### src/rtl/sifive_scope_trace_capture.sv
// sifive_scope_trace_capture
//
// Captures hart-0 core-monitor trace records (retire / exception / interrupt)
// into a small circular FIFO and presents them on a valid/ready stream toward
// the scope encoder. The hart is never backpressured: records that arrive
// while the FIFO is full are dropped, counted in a saturating counter, and the
// next accepted record is tagged with out_gap.
//
// Ports:
//   clock, reset_n                  clock, asynchronous active-low reset
//   enable                          capture enable (draining continues when low)
//   commit, exception,
//   interrupt_fire                  trace event strobes
//   pc, instruction, mode           commit-stage address / instruction / {debug, priv}
//   rd_wenx, rd_wenf, rd_waddr,
//   rd_wdata                        register write-back info
//   out_valid / out_ready           output stream handshake
//   out_*                           head-of-FIFO record fields
//   out_gap                         one or more records were dropped just before this one
//   fifo_level                      current occupancy (0..DEPTH)
//   drop_count, drop_clear          saturating drop counter and its synchronous clear
module sifive_scope_trace_capture #(
    parameter int DEPTH = 8,
    parameter int CNTW  = 16
) (
    input  logic                     clock,
    input  logic                     reset_n,
    input  logic                     enable,
    input  logic                     commit,
    input  logic                     exception,
    input  logic                     interrupt_fire,
    input  logic [31:0]              pc,
    input  logic [31:0]              instruction,
    input  logic [2:0]               mode,
    input  logic                     rd_wenx,
    input  logic                     rd_wenf,
    input  logic [4:0]               rd_waddr,
    input  logic [31:0]              rd_wdata,
    output logic                     out_valid,
    input  logic                     out_ready,
    output logic [31:0]              out_pc,
    output logic [31:0]              out_instruction,
    output logic [2:0]               out_mode,
    output logic                     out_exception,
    output logic                     out_interrupt,
    output logic                     out_wenx,
    output logic                     out_wenf,
    output logic [4:0]               out_waddr,
    output logic [31:0]              out_wdata,
    output logic                     out_gap,
    output logic [$clog2(DEPTH):0]   fifo_level,
    output logic [CNTW-1:0]          drop_count,
    input  logic                     drop_clear
);

    localparam int AW = $clog2(DEPTH);
    localparam logic [AW:0]     FULL_LEVEL = (AW + 1)'(DEPTH);
    localparam logic [CNTW-1:0] CNT_MAX    = {CNTW{1'b1}};

    typedef struct packed {
        logic [31:0] pc;
        logic [31:0] instruction;
        logic [2:0]  mode;
        logic        exception;
        logic        interrupt;
        logic        wenx;
        logic        wenf;
        logic [4:0]  waddr;
        logic [31:0] wdata;
        logic        gap;
    } record_t;

    record_t     mem [DEPTH];
    record_t     new_rec;
    record_t     head;
    logic [AW:0] wptr;
    logic [AW:0] rptr;
    logic [AW:0] level;
    logic        gap_pending;
    logic        trace_event;
    logic        full;
    logic        pop;
    logic        push;
    logic        drop;

    // Pointers carry one extra wrap bit, so their difference is the occupancy
    // with full (DEPTH) and empty (0) kept distinct.
    assign level       = wptr - rptr;
    assign full        = (level == FULL_LEVEL);
    assign out_valid   = (level != '0);
    assign fifo_level  = level;

    assign trace_event = enable & (commit | exception | interrupt_fire);
    assign pop         = out_valid & out_ready;
    // A full FIFO still accepts a record when the head leaves in the same cycle.
    assign push        = trace_event & (~full | pop);
    assign drop        = trace_event & full & ~pop;

    always_comb begin
        // NOTE: every field gets a value on every path, so no latch is inferred.
        new_rec             = '0;
        new_rec.pc          = pc;
        new_rec.instruction = instruction;
        new_rec.mode        = mode;
        new_rec.exception   = exception;
        new_rec.interrupt   = interrupt_fire;
        // Only a retiring instruction writes a register.
        new_rec.wenx        = rd_wenx & commit;
        new_rec.wenf        = rd_wenf & commit;
        new_rec.waddr       = rd_waddr;
        new_rec.wdata       = rd_wdata;
        new_rec.gap         = gap_pending;
    end

    // NOTE: storage is deliberately not reset; the pointers alone decide which
    // entries are live, and out_* are don't-care while out_valid is low.
    always_ff @(posedge clock) begin
        if (push) begin
            mem[wptr[AW-1:0]] <= new_rec;
        end
    end

    // NOTE: all state registers use non-blocking assignments so every flop
    // samples pre-edge values regardless of process ordering.
    always_ff @(posedge clock or negedge reset_n) begin
        if (!reset_n) begin
            wptr        <= '0;
            rptr        <= '0;
            gap_pending <= 1'b0;
            drop_count  <= '0;
        end else begin
            if (push) begin
                wptr <= wptr + (AW + 1)'(1);
            end
            if (pop) begin
                rptr <= rptr + (AW + 1)'(1);
            end

            if (push) begin
                gap_pending <= 1'b0;
            end else if (drop) begin
                gap_pending <= 1'b1;
            end

            // A clear coinciding with a drop leaves that drop counted.
            if (drop_clear) begin
                drop_count <= drop ? CNTW'(1) : '0;
            end else if (drop && (drop_count != CNT_MAX)) begin
                drop_count <= drop_count + CNTW'(1);
            end
        end
    end

    assign head            = mem[rptr[AW-1:0]];
    assign out_pc          = head.pc;
    assign out_instruction = head.instruction;
    assign out_mode        = head.mode;
    assign out_exception   = head.exception;
    assign out_interrupt   = head.interrupt;
    assign out_wenx        = head.wenx;
    assign out_wenf        = head.wenf;
    assign out_waddr       = head.waddr;
    assign out_wdata       = head.wdata;
    assign out_gap         = head.gap;

endmodule

### config.mk
export PLATFORM = sky130hd
export DESIGN_NAME = sifive_scope_trace_capture
export DESIGN_NICKNAME = d
export VERILOG_FILES = /design/src/rtl/sifive_scope_trace_capture.sv
export SDC_FILE = /design/constraint.sdc
export NUM_CORES = 1
export LEC_CHECK = 0
export CAP_MARGIN = 20
export CORE_UTILIZATION = 30
export CTS_BUF_LIST = sky130_fd_sc_hd__clkbuf_2
export CTS_CLUSTER_SIZE = 14
export DETAILED_ROUTE_END_ITERATION = 10
export GPL_ROUTABILITY_DRIVEN = 0
export HOLD_SLACK_MARGIN = 0.05
export PLACE_DENSITY_LB_ADDON = 0.1
export SETUP_SLACK_MARGIN = 0.2
export SYNTH_ARGS = -nofsm -noshare
export SYNTH_HDL_FRONTEND = slang
export SYNTH_SLANG_ARGS = --single-unit
### constraint.sdc
create_clock -name clock -period 14.9 [get_ports clock]
set_clock_uncertainty 0.15 [all_clocks]
set_input_delay 2.98 -clock clock [delete_from_list [all_inputs] [get_ports clock]]
set_output_delay 2.98 -clock clock [all_outputs]
set_load 0.05 [all_outputs]
Word level (Yosys, flattened, before mapping)
Memories as Yosys holds them, arrays and structs flattened.
Cells that the tools add are included.
Widths: inputs -> output; s select.
{ "totals": {"register_bits": 25, "ram_bits": 872, "inputBits": 114, "output_inout_bits": 130, "wordCells": 34, "memories": 1} }
{ "memory_table": {"columns": ["memory", "depth", "width", "read_ports", "rd_clocked_by_memory_dff", "write_ports", "line_no", "source"], "rows": [
  ["mem", 8, 109, 1, 0, 1, "73", "record_t mem [DEPTH];"]
]} }
{ "op_classes": {"n_addsub": 4, "eq_ne": 2, "muxes": 7, "bitwise_logic": 12, "n_reduce_logical": 4} }
{ "op_table": {"columns": ["operator", "n"], "rows": [
  ["$mux 16", 2],
  ["$add 16x1->16 const B", 1],
  ["$ne 16x16->1 const B", 1],
  ["$add 4x1->4 const B", 2],
  ["$and 1x1->1", 7],
  ["$mux 1", 5],
  ["$eq 4x4->1 const B", 1],
  ["$reduce_bool 2->1", 2],
  ["$reduce_bool 4->1", 1],
  ["$sub 4x4->4", 1],
  ["$or 1x1->1", 3],
  ["$not 1->1", 2],
  ["$logic_and 1x1->1", 1]
]} }

Logic depth before layout (Yosys ltp)
{ "depth": {"depth_word": 8, "ltp_mapped": 14, "ltp_nobuf": 10} }

Worst setup path after synthesis
OpenSTA, ideal clock, no wires.
{ "synth_path": {"path_kind": "input to register", "start": "input port exception", "end": "memory mem[4][0] in the netlist's numbering (enable)", "setup_ns": 0.884, "arrival_time_ns": 14.491, "required_ns": 13.866, "setup_slack_ns": -0.625, "cell_stages": 3, "n_path_buf": 0, "cell_sequence": "o31a_1 -> o31ai_1 -> nor4b_1"} }
{ "synth_via": {"elab_chain_len": 6} }
{ "synth_lines": {"columns": ["item", "line_no", "source"], "rows": [
  ["start, declared", "30", "input logic exception,"],
  ["$or 1x1->1 (2 in series)", "93", "assign trace_event = enable & (commit | exception | interrupt_fire);"],
  ["$and 1x1->1", "93", null],
  ["$and 1x1->1", "96", "assign push = trace_event & (~full | pop);"],
  ["$mux 1", "118", "if (push) begin"],
  ["$mux 1 (implied by the code)", "119", "mem[wptr[AW-1:0]] <= new_rec;"],
  ["end, declared", "73", null]
]} }
No other way between the ends.

Worst setup path in the final report
{ "layout_path": {"start": "register rptr[0]", "end": "output port out_pc[31]"} }
{ "layout_via": {"elab_chain_len": 1} }
{ "layout_lines": {"columns": ["item", "line_no", "source"], "rows": [
  ["start, declared", "77", "logic [AW:0] rptr;"],
  ["start signal, assigned", "136", "rptr <= rptr + (AW + 1)'(1);"],
  ["$mem_v2 8x109", null, null],
  ["end, declared", "41", "output logic [31:0] out_pc,"]
]} }
No other way between the ends.

==> flow_summary_export.csv <==
group,metric,value,unit
status,status,"complete, no violations",
hold_path,holdPathStages,1,
placed_design,place_area,38580,sq um
grt,first_global_vias,19510,
logic_synthesis,syn_nets,1793,
floorplanning,row_count,123,
power,peakVddDrop,152.1,uV
logic_synthesis,ys_warn_count,0,
logic_synthesis,ys_types,35,
power,cellPowerDensity,207.5,nW/um^2
setup_path,critPathLaunch,"rptr[0]$_DFFE_PN0P_",
clock_tree,cts_max_path_buffers,3,
floorplanning,die_area,115500,sq um
logic_synthesis,ys_seq_area_frac,0.7833,
clock_tree,clk_latency,1.42,ns
cells_and_area,layout_commonest_cell,"edfxtp_1",
sta,max_freq,114.8,MHz
setup_path,regToRegStartpoint,"rptr[2]$_DFFE_PN0P_",
routing,antenna_left,0,
clock_tree,holdBufCountCts,0,
sta,worst_pin_slew,1.074,ns
clock_tree,cts_setup_buffers,0,
power,power_leakage,13.59,nW
flow_run,maxCapViolCount,0,
placed_design,hpwl,45380,um
cells_and_area,fillers,10660,
setup_path,crit_type,"register to primary output",
floorplanning,num_io_pins,244,
logic_synthesis,ys.flop_type,"edfxtp_1",
placed_design,port_buffers,243,
routing,num_vias,17600,
logic_synthesis,ys_seq_elements,897,
grt,grt_util_all_layers,0.1508,
placed_design,dpl.cell_count,3369,
floorplanning,initial_core_util,0.3034,
clock_tree,cts_buffers,233,
logic_synthesis,syn_inst,1672,
setup_path,worstSetupEndpoint,"out_pc[31]",
clock_tree,root_buffer,"clkbuf_2",
routing,drt_iter0_markers,933,
logic_synthesis,syn-mean-instance-area,20.47,sq um
clock_tree,numClockSinks,897,
logic_synthesis,synthArstFlopShare,0.02787,
floorplanning,coreArea,112800,sq um
sta,rsz0062_at_grt,"false",
setup_path,r2r_end,"mem[3][18]$_DFFE_PP_",
setup_path,worstSetupStartpointType,"register",
sta,whs,0.3459,ns
cells_and_area,seqCellArea,26820,sq um
routing,routed_wl,86260,um
grt,antenna_found_initial,18,
cells_and_area,drive_gt1_frac,0.2727,
grt,grt_pass1_wl,127100,um
routing,detail_route.first_pass.iterations,7,
setup_path,cp_max_fo,102,
sta,drv_slew,0,
setup_path,cp.arrival,5.58,ns
sta,finalCriticalPeriod,8.710,ns
routing,wire_per_inst,22.73,um
setup_path,ff2ff_path_depth,9,
cells_and_area,instances_no_fill,3795,
grt,grt_max_degree,152,
floorplanning,die_w,339.8,um
grt,grt_overflow_total,0,
logic_synthesis,netlist_area,34230,sq um
cells_and_area,layout_common_cells,"edfxtp_1 (872), nand2_1 (342), clkbuf_2 (328), clkdlybuf4s50_1 (243), mux4_2 (218)",
sta,setup_viol,0,
hold_path,worstHoldPathType,"register to register",
sta,finalHoldViolCount,0,
setup_path,required,11.77,ns
sta,period_share,0.5846,
setup_path,crit_path_end_kind,"primary output",
cells_and_area,post-route-cell-area,40730,sq um
logic_synthesis,synth_edf_count,872,
cells_and_area,multi_input_area,7083,sq um
clock_tree,cts_tree,"done",
cells_and_area,fin_nets,2225,
routing,drc,0,
clock_tree,htreeDepth,4,
setup_path,reg2reg_slack,9.96,ns
clock_tree,ctsResizeCount,0,
cells_and_area,area_growth,19.00,%
routing,vias_per_cell,4.637,
clock_tree,path_clk_slew,0.10,ns
sta,final.setup.tns,0,ns
floorplanning,die_y,339.8,um
sta,relSlewSlack,0.2838,
-- routing by layer --
layer,GRT usage,vias to the layer above,part of all wire
met5,0,-,0.0022
met4,0.05312,30,0.021
met3,0.05304,186,0.068
met1,0.1868,9171,0.42
li1,-,7750,-
met2,0.2438,461,0.49
-- critical path, stage by stage, from the launching register on --
cell,delay [ns]
dfrtp_4,1.07
buf_12,0.74
buf_4,0.73
mux4_2,0.59
nand2_1,0.08
nand2_1,0.11
clkdlybuf4s50_1,0.72
-- synthesized netlist by cell type (8+ instances only) --
library cell / n / area share
buf_1: 13 / 0.0014
a21oi_1: 15 / 0.0022
nand2_1: 342 / 0.038
dfrtp_1: 25 / 0.018
or4_1: 10 / 0.0022
clkbuf_1: 46 / 0.0050
o31ai_1: 10 / 0.0022
nand3_1: 13 / 0.0019
nor2_1: 11 / 0.0012
edfxtp_1: 872 / 0.76
buf_2: 23 / 0.0034
mux4_2: 218 / 0.14
inv_1: 8 / 0.00088
-- cell type report --
type	count	area share
antenna	7	0.0004300
clock buffer	328	0.04030
clock inverter	91	0.01201
inverter	8	0.0007986
multi-input combinational	682	0.1739
sequential	897	0.6585
tap	1500	0.04608
timing repair buffer	282	0.06801
-- flip-flops by register name (all words and copies together), names as in the netlist --
register	count
gap_pending	1
rptr	4
drop_count	16
mem	872
wptr	4
-- metrics by stage --
| step | setup slack [ns] | total power [mW] | util |
|---|---|---|---|
| finish | 6.190 | 8.454 | 0.3611 |
| global route | 5.470 | 8.959 | 0.3611 |
| CTS | 5.604 | 8.680 | 0.3609 |
| detailed placement | 7.353 | 6.956 | 0.3420 |
| global placement | 7.352 | 6.940 | 0.3418 |
| floorplan | 0.2849 | 5.729 | - |
-- cell families after synthesis --
family	after synthesis	synth area share
buffers and inverters	93	0.01159
xor gates and xnor gates	8	0.002047
adders and majority gates	7	0.002778
and+or+nand+nor	412	0.04964
muxes	221	0.1444
AOI/OAI and AO/OA	34	0.006251
DFF	897	0.7833
-- worst min-delay path by stage --
stage                                    from                  end  slack (ns)
after CTS                 wptr[3]$_DFFE_PN0P_  wptr[3]$_DFFE_PN0P_        0.34
after global placement    wptr[3]$_DFFE_PN0P_  wptr[3]$_DFFE_PN0P_        0.33
after floorplan           wptr[3]$_DFFE_PN0P_  wptr[3]$_DFFE_PN0P_        0.31
final                     wptr[3]$_DFFE_PN0P_  wptr[3]$_DFFE_PN0P_        0.35
after detailed placement  wptr[3]$_DFFE_PN0P_  wptr[3]$_DFFE_PN0P_        0.33
after global routing      wptr[3]$_DFFE_PN0P_  wptr[3]$_DFFE_PN0P_        0.35
-- where the power goes --
group	switching [mW]	total, mW	internal, mW
registers	0.174	3.30	3.13
logic	2.24	3.48	1.24
clock network	1.00	1.67	0.670
total	3.41	8.45	5.04
Note: power is estimated with default switching activity, not from simulation.
